## config.mk

```make
export PLATFORM = sky130hd
export DESIGN_NAME = fpu_wb_buffer
export DESIGN_NICKNAME = d
export VERILOG_FILES = /design/src/rtl/fpu_wb_buffer.sv
export SDC_FILE = /design/constraint.sdc
export NUM_CORES = 1
export LEC_CHECK = 0
export ABC_AREA = 1
export CAP_MARGIN = 20
export CORE_MARGIN = 2
export CORE_UTILIZATION = 52
export DETAILED_ROUTE_END_ITERATION = 8
export PLACE_DENSITY = 0.83
export SLEW_MARGIN = 10
export SYNTH_ARGS = -nofsm -noshare
export SYNTH_HDL_FRONTEND = slang
export SYNTH_SLANG_ARGS = --single-unit
```

## constraint.sdc

```tcl
create_clock -name ck -period 4 [get_ports ck]
set_input_delay 1 -clock ck [delete_from_list [all_inputs] [get_ports ck]]
set_output_delay 1 -clock ck [all_outputs]
set_load 0.01 [all_outputs]
```

## src/rtl/fpu_wb_buffer.sv

```systemverilog
// Write-back buffer between the FPU pipeline and its two retirement routes (integer register file, memory).
// Results retire strictly in order; only the head entry is ever presented.
module fpu_wb_buffer #(
    parameter int XLEN     = 32,
    parameter int ID_WIDTH = 4,
    parameter int DEPTH    = 4
) (
    input  logic                     ck,
    input  logic                     rst,
    input  logic                     enable,
    input  logic                     flush,
    input  logic                     in_valid,
    output logic                     in_ready,
    input  logic [ID_WIDTH-1:0]      in_id,
    input  logic [XLEN-1:0]          in_data,
    input  logic                     in_toMem,
    output logic                     toXreg_valid,
    input  logic                     toXreg_ready,
    output logic [XLEN-1:0]          data_toXreg,
    output logic [ID_WIDTH-1:0]      id_toXreg,
    output logic                     toMem_valid,
    input  logic                     toMem_ready,
    output logic [XLEN-1:0]          data_toMem,
    output logic [ID_WIDTH-1:0]      id_toMem,
    output logic [$clog2(DEPTH):0]   count,
    output logic                     overflow
);

    localparam int PW = $clog2(DEPTH);
    localparam int CW = PW + 1;

    logic [XLEN-1:0]     data_q   [DEPTH];
    logic [ID_WIDTH-1:0] id_q     [DEPTH];
    logic                to_mem_q [DEPTH];

    logic [PW-1:0] wr_ptr;
    logic [PW-1:0] rd_ptr;
    logic          not_empty;
    logic          head_to_mem;
    logic          push;
    logic          pop;

    // Fullness is judged on the registered count, so a same-cycle pop never frees a slot.
    always_comb begin
        not_empty    = (count != '0);
        head_to_mem  = to_mem_q[rd_ptr];
        in_ready     = !rst && enable && (count < CW'(DEPTH));
        toXreg_valid = enable && not_empty && !head_to_mem;
        toMem_valid  = enable && not_empty && head_to_mem;
        push         = enable && in_valid && in_ready && !flush;
        pop          = ((toXreg_valid && toXreg_ready) || (toMem_valid && toMem_ready)) && !flush;
        data_toXreg  = toXreg_valid ? data_q[rd_ptr] : '0;
        id_toXreg    = toXreg_valid ? id_q[rd_ptr]   : '0;
        data_toMem   = toMem_valid  ? data_q[rd_ptr] : '0;
        id_toMem     = toMem_valid  ? id_q[rd_ptr]   : '0;
    end

    always_ff @(posedge ck or posedge rst) begin
        if (rst) begin
            wr_ptr <= '0;
            rd_ptr <= '0;
            count  <= '0;
        end else if (flush) begin
            wr_ptr <= '0;
            rd_ptr <= '0;
            count  <= '0;
        end else begin
            if (push) wr_ptr <= wr_ptr + PW'(1);
            if (pop)  rd_ptr <= rd_ptr + PW'(1);
            case ({push, pop})
                2'b10:   count <= count + CW'(1);
                2'b01:   count <= count - CW'(1);
                default: count <= count;
            endcase
        end
    end

    // Sticky until reset; flush deliberately leaves it set.
    always_ff @(posedge ck or posedge rst) begin
        if (rst)
            overflow <= 1'b0;
        else if (enable && in_valid && !in_ready && !flush)
            overflow <= 1'b1;
    end

    always_ff @(posedge ck) begin
        if (push) begin
            data_q[wr_ptr]   <= in_data;
            id_q[wr_ptr]     <= in_id;
            to_mem_q[wr_ptr] <= in_toMem;
        end
    end

endmodule
```

==> metrics.md <==
| Metric | Value |
|---|---|
| Internal reg-to-reg setup slack | 1540 ps |
| Hpwl dp | 8.91 mm |
| Die ar. | 13300 um2 |
| IO Pins | 123 |
| Finish-stage setup viols | 0 |
| Max Freq | 255 MHz |
| DRT Wirelength | 14.3 mm |
| Reg2reg end | count[2] |
| Routed len/inst | 17.3 um |
| Max_slew headroom | 63.5% |
| Vias per std cell | 5.45 |
| Syn Inst Count | 522 |
| Area of the mapped netlist | 6430 um2 |
| Gr ovfl total | 0 |
| Pwr Density | 525 nW/um2 |
| Final Hold Fails | 0 |
| Nets@finish | 694 |
| Tmin final | 3920 ps |
| Synth warn | 0 |
| TritonRoute pass-1 iters | 5 |
| Peak VDD IR | 0.322 mV |
| Post-CTS Setup Bufs | 0 |
| Share of layout cells above drive strength 1 | 9.57% |
| Detail Route Antenna Nets | 0 |
| Drt drc | 0 |
| First-pass GRT wire length | 22.2 mm |
| Root Driver | clkbuf_16 |
| Overall Global Routing Usage | 22.1% |
| Die Y | 115 um |
| Die Width | 115 um |
| Num CTS Buffers | 17 |
| Setup CP Type | in2out |
| Cells on worst reg2reg path | 15 |
| # clock sinks | 156 |
| Unique masters post-synth | 24 |
| Worst skew pair latency | 410 ps |
| Max cap viols | 0 |
| 1st-iter DRT viols | 387 |
| Final instance area | 8570 um2 |
| #FFs+latches synth | 156 |
| Crit-path max FO | 21 |
| Post-CTS Resized | 0 |
| Maximum clock path buffer count | 2 |
| Hold Worst Slack | 481 ps |
| Clk_skew | 6.77 ps |
| Max-slew violations | 0 |
| Sequential fraction of the synthesis area | 72.2% |
| Startpoint types | primary input |
| CTS H-tree depth | 4 |
| CORE AREA | 12100 um2 |
| HP Class | reg2reg |
| CTS tree | built |
| Row Count | 40 |
| Syn nets | 571 |
| Critical Path End Type | output port |
| Worst EP required | 3000 ps |
| End-of-flow core utilization | 71.0% |
| RSZ-0062 raised after global routing | false |
| Worst-path clk slew | 60 ps |
| Placed cell area | 7960 um2 |
| Crit. Startpoint | enable |
| Area grow syn2layout | 33.2% |
| Hold_buf cts | 0 |
| Initial Utilization | 53.3% |
| Critical path arrival | 2920 ps |
| Most common library cell in the layout ignoring fill and taps | edfxtp_1 |
| Vias in the first global route | 4442 |
| Setup TNS | 0 ps |
| RePlAce Congestion | 0.767 |
| Routed vias | 4498 |
| Worst-Margin Slew | 547 ps |
| ANT cells | 0 |
| Tcrit/Tclk final | 98.1% |
| Mean cell area of the mapped netlist | 12.3 um2 |
| Crit path capture | data_toXreg[8] |
| Most frequent cells in the layout | edfxtp_1, nand2_1, clkdlybuf4s50_1 |
| Initial antenna violation count | 0 |
| Reg2reg start | rd_ptr[0] |
| Port bufs | 122 |
| Status | finished clean |
| LEAKAGE | 0.00308 uW |
| Largest net degree at the start of global routing | 59 |
## kinds of logic (layout without fill, tap and decap cells)
| kind of cell | after synthesis | after routing | synth area share [%] |
|---|---|---|---|
| buffers and inverters | 50 | 186 | 3.29 |
| AOI/OAI and AO/OA | 80 | 80 | 9.15 |
| and+or+nand+nor | 230 | 230 | 14.1 |
| xor gates and xnor gates | 1 | 1 | 0.136 |
| DFF | 156 | 156 | 72.2 |
| adders and majority gates | 5 | 5 | 1.09 |
## layer usage
layer	track usage [%]	wire length, um	up-vias
met5	0	0	-
met4	8.11	167	0
met3	5.54	838	11
met2	38.1	7620	173
met1	27.0	5650	2206
li1	-	-	2108
## power breakdown
part / switching, uW / total (uW) / internal, uW / leakage (uW)
clock: 646 / 1590 / 947 / 0.000277
sequential: 37.2 / 1860 / 1830 / 0.00143
combinational: 560 / 1040 / 481 / 0.00137
## synthesized netlist by cell type
cell,instances,area (um2)
nor3_2,1,10.0
o21ai_1,1,5.00
nand3_1,11,55.1
nand2_1,133,499
nand2_2,2,12.5
o21bai_1,1,7.51
a32o_1,36,360
ha_1,4,50.1
inv_2,6,22.5
o21ai_0,2,10.0
dfrtp_1,8,200
fa_1,1,20.0
inv_1,14,52.6
nor2_1,79,297
nor2_2,2,12.5
a31oi_1,1,6.26
clkbuf_1,7,26.3
a21oi_1,38,190
a21oi_2,1,8.76
edfxtp_1,148,4440
buf_1,4,15.0
xnor2_1,1,8.76
buf_2,19,95.1
nand3_2,2,20.0
## worst min path at each step
stage          cells past startpoint  startpoint       end  slack (ps)
2_1_floorplan                      1    overflow  overflow         510
3_3_place_gp                       1    overflow  overflow         470
3_5_place_dp                       1    overflow  overflow         470
4_1_cts                            1    overflow  overflow         480
5_1_grt                            1    overflow  overflow         520
6_report                           1    overflow  overflow         480
## worst max-delay path, stage by stage
cell             delay [ps]
clkdlybuf4s50_1         480
inv_1                    80
a21oi_4                 160
inv_2                    70
nor2_2                  150
inv_2                    90
buf_12                  160
nor2_1                  140
clkdlybuf4s50_1         570
## metrics by stage
stage	setup slack, ps	std cells	power [uW]
2_1_floorplan	432	522	2440
3_3_place_gp	161	794	2880
3_5_place_dp	53.9	794	2930
4_1_cts	45.1	826	4520
5_1_grt	4.38	826	4680
6_report	77.0	826	4500
## sequential cells by signal (all words and copies together) (netlist names)
register	cells
count	3
id_q	16
rd_ptr	2
wr_ptr	2
overflow	1
data_q	128
to_mem_q	4
## area by class of cell
type	instances	area [um2]
clock buffers	18	439
well taps	168	210
multi-input cells	316	1610
fillers	808	3500
flip-flops and latches	156	4650
repair buffers	134	1430
inverters	20	75.1
clock inverters	14	159
No activity file was read; power rests on OpenSTA's default activity.
